### src/rtl/fp_mul_booth_seq.sv
// -----------------------------------------------------------------------------
// fp_mul_booth_seq
// Sequential radix-4 Booth significand multiplier for the binary32 multiplier.
// It accepts two operands over a valid/ready handshake and unpacks them. It
// retires one Booth digit per cycle (13 digits). It presents the exact 48-bit
// significand product together with sign, biased exponent sum, the captured
// rounding mode and operand class flags. These feed the norm/round stages.
//
// Ports
//   clk, rst_n            clock, asynchronous active-low reset
//   in_valid / in_ready   operand handshake (ready only while idle)
//   fp_X, fp_Y            binary32 operands
//   r_mode                rounding mode, captured and forwarded
//   out_valid / out_ready result handshake (outputs stable while valid)
//   frc_Z_full            {1,frc_X}*{1,frc_Y}, 0 for zero/special operands
//   norm_n                frc_Z_full[47]
//   sign_Z                fp_X[31]^fp_Y[31]
//   exp_sum               two's complement eX+eY-127 (10 bits)
//   r_mode_q              captured r_mode
//   zero_Z                an operand has exponent 0 and neither is special
//   special_Z             an operand has exponent 0xFF
// -----------------------------------------------------------------------------
module fp_mul_booth_seq (
   input  logic        clk,
   input  logic        rst_n,
   input  logic        in_valid,
   output logic        in_ready,
   input  logic [31:0] fp_X,
   input  logic [31:0] fp_Y,
   input  logic [2:0]  r_mode,
   output logic        out_valid,
   input  logic        out_ready,
   output logic [47:0] frc_Z_full,
   output logic        norm_n,
   output logic        sign_Z,
   output logic [9:0]  exp_sum,
   output logic [2:0]  r_mode_q,
   output logic        zero_Z,
   output logic        special_Z
);

   typedef enum logic [1:0] {
      S_IDLE = 2'd0,
      S_ITER = 2'd1,
      S_DONE = 2'd2
   } state_t;

   state_t      state_q, state_d;
   logic [49:0] acc_q, acc_d;        // running signed partial sum (two's complement)
   logic [49:0] mshift_q, mshift_d;  // multiplicand pre-shifted by 2*cnt
   logic [26:0] qx_q, qx_d;          // multiplier with implicit 0 appended below bit 0
   logic [3:0]  cnt_q, cnt_d;
   logic [47:0] frc_q, frc_d;
   logic        sign_q, sign_d;
   logic [9:0]  exp_q, exp_d;
   logic [2:0]  rm_q, rm_d;
   logic        zero_q, zero_d;
   logic        special_q, special_d;

   logic [7:0]  ex_s, ey_s;
   logic        accept_s;
   logic        special_in_s;
   logic        zero_in_s;
   logic [49:0] term_s;
   logic [49:0] acc_sum_s;

   assign ex_s         = fp_X[30:23];
   assign ey_s         = fp_Y[30:23];
   assign accept_s     = in_valid && (state_q == S_IDLE);
   // Special (Inf/NaN) wins over zero/subnormal classification.
   assign special_in_s = (ex_s == 8'hFF) || (ey_s == 8'hFF);
   assign zero_in_s    = ((ex_s == 8'h00) || (ey_s == 8'h00)) && !special_in_s;

   // State register.
   always_ff @(posedge clk or negedge rst_n) begin
      if (!rst_n) begin
         state_q <= S_IDLE;
      end else begin
         state_q <= state_d;
      end
   end

   // Next-state logic: zero/special operands skip the Booth iteration.
   always_comb begin
      state_d = state_q;
      case (state_q)
         S_IDLE: begin
            if (accept_s) begin
               if (zero_in_s || special_in_s) begin
                  state_d = S_DONE;
               end else begin
                  state_d = S_ITER;
               end
            end else begin
               state_d = S_IDLE;
            end
         end
         S_ITER: begin
            if (cnt_q == 4'd12) begin
               state_d = S_DONE;
            end else begin
               state_d = S_ITER;
            end
         end
         S_DONE: begin
            if (out_ready) begin
               state_d = S_IDLE;
            end else begin
               state_d = S_DONE;
            end
         end
         default: begin
            state_d = S_IDLE;
         end
      endcase
   end

   // Handshake outputs decoded from the state register only.
   always_comb begin
      in_ready  = 1'b0;
      out_valid = 1'b0;
      case (state_q)
         S_IDLE: begin
            in_ready  = 1'b1;
            out_valid = 1'b0;
         end
         S_DONE: begin
            in_ready  = 1'b0;
            out_valid = 1'b1;
         end
         default: begin
            in_ready  = 1'b0;
            out_valid = 1'b0;
         end
      endcase
   end

   // Booth digit from {q[2i+1], q[2i], q[2i-1]}; the shifted window sits in qx_q[2:0].
   always_comb begin
      term_s = 50'd0;
      case (qx_q[2:0])
         3'b001, 3'b010: term_s = mshift_q;
         3'b011:         term_s = {mshift_q[48:0], 1'b0};
         3'b100:         term_s = 50'd0 - {mshift_q[48:0], 1'b0};
         3'b101, 3'b110: term_s = 50'd0 - mshift_q;
         default:        term_s = 50'd0;
      endcase
   end

   assign acc_sum_s = acc_q + term_s;

   // Datapath next-state: capture on accept, accumulate one digit per ITER cycle.
   always_comb begin
      acc_d     = acc_q;
      mshift_d  = mshift_q;
      qx_d      = qx_q;
      cnt_d     = cnt_q;
      frc_d     = frc_q;
      sign_d    = sign_q;
      exp_d     = exp_q;
      rm_d      = rm_q;
      zero_d    = zero_q;
      special_d = special_q;
      case (state_q)
         S_IDLE: begin
            if (accept_s) begin
               sign_d    = fp_X[31] ^ fp_Y[31];
               exp_d     = {2'b00, ex_s} + {2'b00, ey_s} - 10'd127;
               rm_d      = r_mode;
               zero_d    = zero_in_s;
               special_d = special_in_s;
               mshift_d  = {26'd0, 1'b1, fp_X[22:0]};
               qx_d      = {2'b00, 1'b1, fp_Y[22:0], 1'b0};
               acc_d     = 50'd0;
               cnt_d     = 4'd0;
               frc_d     = 48'd0;
            end else begin
               acc_d = acc_q;
            end
         end
         S_ITER: begin
            acc_d    = acc_sum_s;
            mshift_d = {mshift_q[47:0], 2'b00};
            qx_d     = {2'b00, qx_q[26:2]};
            cnt_d    = cnt_q + 4'd1;
            // The last digit leaves the exact, non-negative product in the sum.
            if (cnt_q == 4'd12) begin
               frc_d = acc_sum_s[47:0];
            end else begin
               frc_d = frc_q;
            end
         end
         default: begin
            acc_d = acc_q;
         end
      endcase
   end

   // Datapath registers.
   always_ff @(posedge clk or negedge rst_n) begin
      if (!rst_n) begin
         acc_q     <= 50'd0;
         mshift_q  <= 50'd0;
         qx_q      <= 27'd0;
         cnt_q     <= 4'd0;
         frc_q     <= 48'd0;
         sign_q    <= 1'b0;
         exp_q     <= 10'd0;
         rm_q      <= 3'd0;
         zero_q    <= 1'b0;
         special_q <= 1'b0;
      end else begin
         acc_q     <= acc_d;
         mshift_q  <= mshift_d;
         qx_q      <= qx_d;
         cnt_q     <= cnt_d;
         frc_q     <= frc_d;
         sign_q    <= sign_d;
         exp_q     <= exp_d;
         rm_q      <= rm_d;
         zero_q    <= zero_d;
         special_q <= special_d;
      end
   end

   assign frc_Z_full = frc_q;
   assign norm_n     = frc_q[47];
   assign sign_Z     = sign_q;
   assign exp_sum    = exp_q;
   assign r_mode_q   = rm_q;
   assign zero_Z     = zero_q;
   assign special_Z  = special_q;

endmodule
### config.mk
export PLATFORM = sky130hd
export DESIGN_NAME = fp_mul_booth_seq
export DESIGN_NICKNAME = d
export VERILOG_FILES = /design/src/rtl/fp_mul_booth_seq.sv
export SDC_FILE = /design/constraint.sdc
export NUM_CORES = 1
export LEC_CHECK = 0
export ABC_AREA = 1
export BUFFER_PORTS_ARGS = -buffer_cell sky130_fd_sc_hd__buf_2
export CORE_MARGIN = 1
export CORE_UTILIZATION = 40
export CTS_CLUSTER_DIAMETER = 50
export DETAILED_ROUTE_END_ITERATION = 12
export PLACE_DENSITY = 0.68
export SLEW_MARGIN = 5
export SYNTH_ARGS = -nofsm -noshare
export SYNTH_HDL_FRONTEND = slang
export SYNTH_SLANG_ARGS = --single-unit
### constraint.sdc
create_clock -name clk -period 7.09 [get_ports clk]
set_input_delay 0.3545 -clock clk [delete_from_list [all_inputs] [get_ports clk]]
set_output_delay 0.3545 -clock clk [all_outputs]
set_load 0.1 [all_outputs]
==> flow_summary.toml <==
[outcome]
status = "complete, no violations"

[route]
via_count = 12900
final_antenna_net_count = 0
firstDrtPassIters = 7
drc_errors = 0
wire_per_inst_um = 17.1
via_per_inst = 5.42
drt_wl_total_mm = 40.7
drtIter0Drc = 1070

[place]
post-dp-hpwl_mm = 30.9
dp.cells = 2341
gp_congestion = 0.994
port_buffers = 137

[worst_setup_path]
r2r_start = "qx_q[0]"
worstSetupPathType = "flop to flop"
crit_path_end_kind = "flop"
crit_start = "qx_q[0]"
critPathMaxStageDelay_ps = 780
crit_top_cell = "nand2_1"
critPathSlowestCell = "inv_1"
crit_path_cell_trace = "nand2_1, nor2_1, buf_4, inv_1, a21oi_1, nor3_1, inv_1, ha_1, nand2_1, o21ai_1, a21oi_1, o21ai_2, nand2_1, nand2_1, nand2_1, nand2_1, nand2_1, nand3_1, o21ai_1"
worstRegToRegCells = 19
cp_data_required_time_ps = 7410
r2r_end = "frc_Z_full[39]"
cp.arrival_ps = 4660
cp-start-kind = "flop"
cp_top_family = "simple AND/OR/NAND/NOR gates"
r2r_slack_ps = 2750
critical_path.max_fanout = 29
crit_buf_inv = 3

[floorplan]
die_area_um2 = 33300
rows = 65
die_w_um = 182
initial_core_util_pct = 40.9
core_um2 = 31800
pin_count = 138
die_y_um = 182

[sta]
hold_viol_final = 0
slew-limit-headroom_pct = 25.8
setup-tns-final_ps = 0
skew_ps = 10.5
drv_slew = 0
clock.fmax_mhz = 230
worstMarginPinSlew_ps = 1110
rsz0062_at_grt = "no"
setup-violations-final = 0
period_minus_slack_ps = 4340
period_share_pct = 61.3

[synth]
synth_seq_cells = 191
post_synth_num_cell_types = 56
ys_seq_area_share_pct = 36.7
syn_inst = 1820
synth_edf_count = 0
synth.area.top_cells = "dfrtp_1 37%, nand2_1 13%, ha_1 6.3%"
yosys.area.top_type = "dfrtp_1"
synth_ff_type = "dfrtp_1"
yosys-top-cells-count = "439 x nand2_1, 197 x inv_1, 191 x dfrtp_1, 175 x nor2_1, 146 x a21oi_1"
async_flop_share_pct = 100
synth.most_common_cell = "nand2_1"
synth_top_area_share_pct = 36.7
synth_fp_nets = 1958
synth.avg_cell_area_um2 = 7.15
yosys_warnings = 0
syn-cell-area_um2 = 13000

[worst_hold_path]
min-delay-start = "r_mode[0]"
hp-class = "input pin to flop"
worstHoldEndpoint = "r_mode_q[0]"
hold_path_depth = 3

[cells_and_area]
regArea_um2 = 4780
synthToLayoutAreaGrowth_pct = 13.3
fillers = 3266
nets = 2064
num_antenna_cells = 0
final_cells = 2374
multi_input_area_um2 = 7210
drive_above_1_share_pct = 11.8

[clock_network]
cts_buffers = 17
cts_tree = "built"
cts_max_level = 4
post-cts-setup-buffers = 0
clkLatencyLatePin_ps = 460
cts.sink_count = 191
clk_pin_slew_worst_paths_ps = 80
cts_max_path_buffers = 2
ctsRootBufferMaster = "clkbuf_16"

[global_route]
antenna_found_initial = 1
grt_pass1_vias = 12300
grt_max_degree = 75
grt_pass1_wl_mm = 64.6
grtUsageTotal_pct = 24.8
grt_overflow = 0

[flow_run]
cap_violations = 0
-- placed cells by master (no fill, tap or decap), drive strengths merged, types with 2 or more instances in the layout --
cell,n
nand2,445
inv,220
dfrtp,191
nor2,184
o21ai,150
buf,147
a21oi,146
o22ai,94
nand3,90
ha,65
xor2,42
nor3,24
nand4,23
clkbuf,18
o2111ai,11
o221ai,11
or2,10
nand3b,7
nor4,7
a21boi,6
o21a,5
clkinv,5
a221oi,4
o21bai,4
a221o,3
o31ai,3
xnor2,3
o211ai,2
a21o,2
a31oi,2
fa,2
clkinvlp,2
-- flip-flops by register name, summed over array words and instances, names as in the netlist --
| signal | flops |
|---|---|
| acc_q | 48 |
| frc_Z_full | 48 |
| mshift_q | 48 |
| qx_q | 25 |
| exp_sum | 10 |
| cnt_q | 4 |
| r_mode_q | 3 |
| state_q | 2 |
| sign_Z | 1 |
| special_Z | 1 |
| zero_Z | 1 |
-- worst reg2reg max path, cell delays in order (launching register included) --
cell	delay (ps)
dfrtp_1	380
nand2_1	100
nor2_1	50
buf_4	210
inv_1	790
a21oi_1	170
nor3_1	430
inv_1	100
ha_1	290
nand2_1	60
o21ai_1	320
a21oi_1	210
o21ai_2	380
nand2_1	90
nand2_1	200
nand2_1	130
nand2_1	80
nand2_1	50
nand3_1	90
o21ai_1	70
-- through the flow --
stage               hold WS, ps  utilization, %  cell area, µm²  setup slack (ps)
global placement            412            44.4           14100              2820
CTS                        53.9            46.3           14700              2850
finish                     78.0            46.3           14700              2750
detailed placement          418            44.4           14100              2840
floorplan                  58.9               -           13000              3860
global route               75.0            46.3           14700              2420
-- worst max path at each step --
stage	end	slack, ps	cells past startpoint
after floorplan	frc_Z_full[43]	3860	22
after detailed placement	frc_Z_full[39]	2840	19
after global routing	frc_Z_full[46]	2420	21
final	frc_Z_full[39]	2750	19
after CTS	frc_Z_full[39]	2850	18
after global placement	frc_Z_full[39]	2820	19
-- layout make-up --
cell class | instances | area share, %
clock buffers | 17 | 2.89
clock inverters | 15 | 1.32
flip-flops and latches | 191 | 32.4
inverters | 213 | 5.43
repair buffers | 149 | 5.34
well taps | 435 | 3.69
multi-input cells | 1354 | 48.9
-- per-layer routing --
layer	up-vias	share of wire [%]	track usage, %	wire (µm)
li1	6329	-	-	-
met5	-	0.025	0	10
met2	424	47	40.8	19000
met4	2	2.6	8.57	1050
met3	64	6.1	4.27	2490
met1	6056	45	32.9	18200
-- cell families (layout without fill, tap and decap cells) --
group           after synthesis  after routing  synth area share (%)
simple gates                792            792                  25.8
fa+ha+maj                    67             67                  6.56
compound gates              450            450                  19.8
xor+xnor                     45             45                  3.03
buf+inv                     275            394                  8.08
flops                       191            191                  36.7
-- repair_timing --
action,4_1_cts,5_1_grt
gates resized for setup,0,0
hold endpoints to repair,72,0
hold buffers,1,0
Power is left out: the tool's default activity adds up to more than one toggle a clock period on the data nets, which glitch-free logic cannot reach.
